[src/rtl/scan_test_ctrl.sv]
// Scan-chain test sequencer: shifts a state vector into a mux-D scan chain,
// runs one functional capture cycle, then shifts the captured state back out.
module scan_test_ctrl #(
  parameter int CHAIN_LEN = 3,
  parameter int NPI       = 4,
  parameter int NPO       = 1,
  parameter int CNT_W     = 2
) (
  input  logic                 CK,
  input  logic                 RST,
  input  logic                 start,
  input  logic [CHAIN_LEN-1:0] pattern_in,
  input  logic [NPI-1:0]       pi_in,
  output logic                 busy,
  output logic                 done,
  output logic                 scan_en,
  output logic                 scan_in,
  output logic [NPI-1:0]       pi_out,
  input  logic                 scan_out,
  input  logic [NPO-1:0]       po_in,
  output logic [CHAIN_LEN-1:0] resp_state,
  output logic [NPO-1:0]       resp_po
);

  typedef enum logic [2:0] {
    IDLE    = 3'd0,
    LOAD    = 3'd1,
    CAPTURE = 3'd2,
    UNLOAD  = 3'd3,
    DONE    = 3'd4
  } state_t;

  state_t               state_reg, state_next;
  logic [CNT_W-1:0]     cnt_reg, cnt_next;
  logic [CHAIN_LEN-1:0] load_sr_reg, load_sr_next;
  logic [NPI-1:0]       pi_reg, pi_next;
  logic [CHAIN_LEN-1:0] resp_state_reg, resp_state_next;
  logic [NPO-1:0]       resp_po_reg, resp_po_next;
  logic                 busy_reg, busy_next;
  logic                 done_reg, done_next;
  logic                 scan_en_reg, scan_en_next;
  logic                 scan_in_reg, scan_in_next;
  logic [NPI-1:0]       pi_out_reg, pi_out_next;
  logic [CHAIN_LEN-1:0] unload_shift;
  logic                 last_cnt;

  assign last_cnt = (cnt_reg == CNT_W'(CHAIN_LEN - 1));

  always_comb begin
    state_next      = state_reg;
    cnt_next        = cnt_reg;
    load_sr_next    = load_sr_reg;
    pi_next         = pi_reg;
    resp_state_next = resp_state_reg;
    resp_po_next    = resp_po_reg;
    // First bit unloaded ends up in the MSB after CHAIN_LEN shifts.
    unload_shift    = resp_state_reg << 1;
    unload_shift[0] = scan_out;

    case (state_reg)
      IDLE: begin
        if (start) begin
          state_next   = LOAD;
          cnt_next     = '0;
          load_sr_next = pattern_in;
          pi_next      = pi_in;
        end
      end
      LOAD: begin
        load_sr_next = load_sr_reg << 1;
        if (last_cnt) begin
          state_next = CAPTURE;
          cnt_next   = '0;
        end else begin
          cnt_next = cnt_reg + CNT_W'(1);
        end
      end
      CAPTURE: begin
        resp_po_next = po_in;
        state_next   = UNLOAD;
        cnt_next     = '0;
      end
      UNLOAD: begin
        resp_state_next = unload_shift;
        if (last_cnt) begin
          state_next = DONE;
          cnt_next   = '0;
        end else begin
          cnt_next = cnt_reg + CNT_W'(1);
        end
      end
      DONE: begin
        state_next = IDLE;
        cnt_next   = '0;
      end
      default: begin
        state_next = IDLE;
        cnt_next   = '0;
      end
    endcase

    // Outputs are decoded from the upcoming state so they register in step with it.
    busy_next    = (state_next != IDLE);
    done_next    = (state_next == DONE);
    scan_en_next = (state_next == LOAD) || (state_next == UNLOAD);
    scan_in_next = (state_next == LOAD) ? load_sr_next[CHAIN_LEN-1] : 1'b0;
    pi_out_next  = (state_next == CAPTURE) ? pi_reg : '0;
  end

  always_ff @(posedge CK) begin
    if (RST) begin
      state_reg      <= IDLE;
      cnt_reg        <= '0;
      load_sr_reg    <= '0;
      pi_reg         <= '0;
      resp_state_reg <= '0;
      resp_po_reg    <= '0;
      busy_reg       <= 1'b0;
      done_reg       <= 1'b0;
      scan_en_reg    <= 1'b0;
      scan_in_reg    <= 1'b0;
      pi_out_reg     <= '0;
    end else begin
      state_reg      <= state_next;
      cnt_reg        <= cnt_next;
      load_sr_reg    <= load_sr_next;
      pi_reg         <= pi_next;
      resp_state_reg <= resp_state_next;
      resp_po_reg    <= resp_po_next;
      busy_reg       <= busy_next;
      done_reg       <= done_next;
      scan_en_reg    <= scan_en_next;
      scan_in_reg    <= scan_in_next;
      pi_out_reg     <= pi_out_next;
    end
  end

  assign busy       = busy_reg;
  assign done       = done_reg;
  assign scan_en    = scan_en_reg;
  assign scan_in    = scan_in_reg;
  assign pi_out     = pi_out_reg;
  assign resp_state = resp_state_reg;
  assign resp_po    = resp_po_reg;

endmodule

[config.mk]
export PLATFORM = sky130hd
export DESIGN_NAME = scan_test_ctrl
export DESIGN_NICKNAME = d
export VERILOG_FILES = /design/src/rtl/scan_test_ctrl.sv
export SDC_FILE = /design/constraint.sdc
export NUM_CORES = 1
export LEC_CHECK = 0
export ABC_CLOCK_PERIOD_IN_PS = 1900
export CAP_MARGIN = 5
export CELL_PAD_IN_SITES_DETAIL_PLACEMENT = 2
export CELL_PAD_IN_SITES_GLOBAL_PLACEMENT = 2
export CORE_ASPECT_RATIO = 2
export CORE_UTILIZATION = 30
export CTS_BUF_LIST = sky130_fd_sc_hd__clkbuf_4
export CTS_CLUSTER_SIZE = 25
export DETAILED_ROUTE_END_ITERATION = 6
export PLACE_DENSITY_LB_ADDON = 0.15
export SLEW_MARGIN = 25
export SYNTH_ARGS = -nofsm -noshare
export SYNTH_HDL_FRONTEND = slang
export SYNTH_SLANG_ARGS = --single-unit
export TNS_END_PERCENT = 5
[constraint.sdc]
create_clock -name CK -period 1.9 [get_ports CK]
set_clock_uncertainty 0.2 [all_clocks]
set_input_delay 0.38 -clock CK [delete_from_list [all_inputs] [get_ports CK]]
set_output_delay 0.38 -clock CK [all_outputs]
set_load 0.02 [all_outputs]
==> impl_metrics.env <==
export IMPL_final_setup_viol_count=0
export IMPL_dp_hpwl_microns=1650
export IMPL_synth_xor_area_frac=0.00945
export IMPL_dr_max_layer_used="met4"
export IMPL_clock_path_buffers=2
export IMPL_synth_top_family_by_area="simple AND/OR/NAND/NOR gates"
export IMPL_maxSlewViolCount=0
export IMPL_die_h_microns=80.6
export IMPL_final_hold_viol_count=0
export IMPL_synth_compound_area_share=0.0769
export IMPL_fin_crit_sh=0.962
export IMPL_hold_depth=2
export IMPL_row_count=28
export IMPL_die_w_microns=41.3
export IMPL_place_ws_ns=0.0327
export IMPL_wl_per_cell_microns=15.1
export IMPL_drc=0
export IMPL_cts_sinks=24
export IMPL_rr_startpoint="state_reg[0]$_SDFF_PP0_"
export IMPL_p_total_mw=0.866
export IMPL_cp_depth=1
export IMPL_fin_ws_ns=0.0726
export IMPL_ys_ff_latch=24
export IMPL_setup_tns_final_ns=0
export IMPL_synthSimpleGateAreaFrac=0.246
export IMPL_yosysUniqueCellTypes=27
export IMPL_io_pins=24
export IMPL_wl_met1_microns=847
export IMPL_postSynthAreaPerCell_sq_um=10.5
export IMPL_drtIter0Drc=11
export IMPL_rsz0062_at_grt="no"
export IMPL_crit_arrival_ns=1.25
export IMPL_synth_nets=100
export IMPL_reg2reg_depth=3
export IMPL_ir_drop_mv=0.306
export IMPL_hold_path_class="reg -> reg"
export IMPL_routabilityCongestion=0.661
export IMPL_p_leak_nw=0.580
export IMPL_wl_met3_microns=68
export IMPL_cts_root_buf="clkbuf_4"
export IMPL_cts_clk_slew_worst_paths_ns=0.13
export IMPL_crit_type="reg -> out"
export IMPL_drive_gt1_frac=0.121
export IMPL_syn_cell_area_sq_um=927
export IMPL_core_sq_mm=0.00294
export IMPL_cp_data_required_time_ns=1.32
export IMPL_numCtsBuffers=3
export IMPL_reg2reg_slack_ns=0.31
export IMPL_grt_max_degree=17
export IMPL_area_growth_pct=33.5
export IMPL_power_density_mw_per_mm2=700
export IMPL_first_global_vias=777
export IMPL_status="finished clean"
export IMPL_period_needed_ns=1.83
export IMPL_track_usage=0.155
export IMPL_cts_setup_buffers=0
export IMPL_path_cells="clkdlybuf4s50_1"
export IMPL_wl_met2_microns=1260
export IMPL_cts_max_level=1
export IMPL_grt_pass1_wl_microns=3490
export IMPL_gr_total_overflow=0
export IMPL_cp_top_family="buffers and inverters"
export IMPL_slowest_delay_ns=0.60
export IMPL_antenna_found_initial=0
export IMPL_num_vias=738
export IMPL_tightest_slew_ns=0.543
export IMPL_worstSetupEndpointType="primary output"
export IMPL_fmax_mhz=547
export IMPL_ys_warn_count=0
export IMPL_cpMaxStageDelayCell="clkdlybuf4s50_1"
export IMPL_dr_pass1_iters=2
export IMPL_antenna_left=0
export IMPL_worst_skew_pair_late_latency_ns=0.31
export IMPL_die_area_sq_mm=0.00333
export IMPL_synth_adder_area_share=0
export IMPL_min_delay_start="load_sr_reg[1]$_SDFFE_PP0P_"
export IMPL_start_kind="flip-flop"
export IMPL_num_antenna_cells=0
export IMPL_crit_start="pi_out[1]$_SDFF_PP0_"
export IMPL_crit_buf_inv=1
export IMPL_start_util=0.315
export IMPL_fin_nets=129
export IMPL_io_buffers=23
export IMPL_maxCapViolations=0
export IMPL_cts_tree="built"
export IMPL_synth_mux_area_frac=0.0972
export IMPL_wl_microns=2200
export IMPL_ys_seq_area_frac=0.518
export IMPL_syn_inst=88
export IMPL_slew_headroom=0.637
export IMPL_crit_fanout=1
export IMPL_viasPerCell=5.05
-- stage by stage --
stage | cell area, sq um | instances | util | hold slack, ns
after floorplan | 927 | 88 | - | 0.229
after global placement | 1210 | 142 | 0.410 | 0.249
after detailed placement | 1210 | 142 | 0.410 | 0.257
after CTS | 1230 | 146 | 0.418 | 0.291
after global routing | 1240 | 146 | 0.420 | 0.301
final | 1240 | 146 | 0.420 | 0.285
-- synthesized netlist by cell type --
| cell type | instances | share of area |
|---|---|---|
| a21oi_1 | 4 | 0.022 |
| a221oi_1 | 2 | 0.019 |
| and2_1 | 4 | 0.027 |
| and2_2 | 1 | 0.0081 |
| and3b_1 | 1 | 0.0094 |
| and3b_2 | 1 | 0.011 |
| buf_1 | 1 | 0.0040 |
| buf_2 | 1 | 0.0054 |
| buf_4 | 1 | 0.0081 |
| clkbuf_1 | 1 | 0.0040 |
| clkbuf_8 | 1 | 0.015 |
| dfxtp_1 | 24 | 0.52 |
| inv_1 | 4 | 0.016 |
| mux2i_1 | 9 | 0.097 |
| nand2_1 | 2 | 0.0081 |
| nand3b_1 | 1 | 0.0081 |
| nand3b_4 | 1 | 0.022 |
| nor2_1 | 13 | 0.053 |
| nor3_1 | 5 | 0.027 |
| nor3b_1 | 2 | 0.016 |
| nor4_4 | 1 | 0.023 |
| nor4b_4 | 1 | 0.026 |
| o21ai_0 | 2 | 0.011 |
| o311ai_0 | 1 | 0.0094 |
| o31ai_1 | 2 | 0.016 |
| or2b_1 | 1 | 0.0081 |
| xor2_1 | 1 | 0.0094 |
-- final timing paths --
path,endpoint
worst max-delay path,pi_out[1]
worst min-delay path,load_sr_reg[1]$_SDFFE_PP0P_
worst max register to register,scan_in$_SDFF_PP0_
worst min register to register,load_sr_reg[1]$_SDFFE_PP0P_
-- cells in the final DEF, fill, tap and decap left out, drive strengths merged --
cell,n
a21oi,4
a221oi,2
and2,5
and3b,2
buf,6
clkbuf,3
clkdlybuf4s50,18
clkinv,1
dfxtp,24
dlygate4sd2,2
dlymetal6s2s,3
inv,4
mux2i,9
nand2,2
nand3b,2
nor2,13
nor3,5
nor3b,2
nor4,1
nor4b,1
o21ai,2
o311ai,1
o31ai,2
or2b,1
xor2,1
-- cell type report --
type / count / area [sq um]
clock buffer: 3 / 22.5
clock inverter: 1 / 3.75
fill: 334 / 1710
inverter: 4 / 15.0
multi-input combinational: 55 / 398
sequential: 24 / 480
tap: 30 / 37.5
timing repair buffer: 29 / 280
-- routing by layer --
layer / track usage / vias up
met5: 0 / -
met4: 0.0774 / 0
met3: 0.0414 / 4
met2: 0.259 / 16
met1: 0.162 / 362
li1: - / 356
-- where the power goes --
| part | leakage, nW | internal, mW | switching, mW | total, mW |
|---|---|---|---|---|
| logic | 0.369 | 0.0590 | 0.0423 | 0.101 |
| clock network | 0.0154 | 0.0768 | 0.150 | 0.227 |
| registers | 0.196 | 0.522 | 0.0159 | 0.538 |
| total | 0.580 | 0.658 | 0.209 | 0.866 |
-- repair_timing --
item	4_1_cts	5_1_grt
endpoints found under the setup margin	2	3
pin swaps	0	0
gates resized for setup	2	3
hold buffers	0	0
-- cells by family (layout without fill, tap and decap cells) --
kind of cell / count (synthesis) / in the layout
and+or+nand+nor: 34 / 34
DFF: 24 / 24
AOI/OAI and AO/OA: 11 / 11
muxes: 9 / 9
buffers and inverters: 9 / 37
xor gates and xnor gates: 1 / 1
Power figures use the tool's default switching activity.
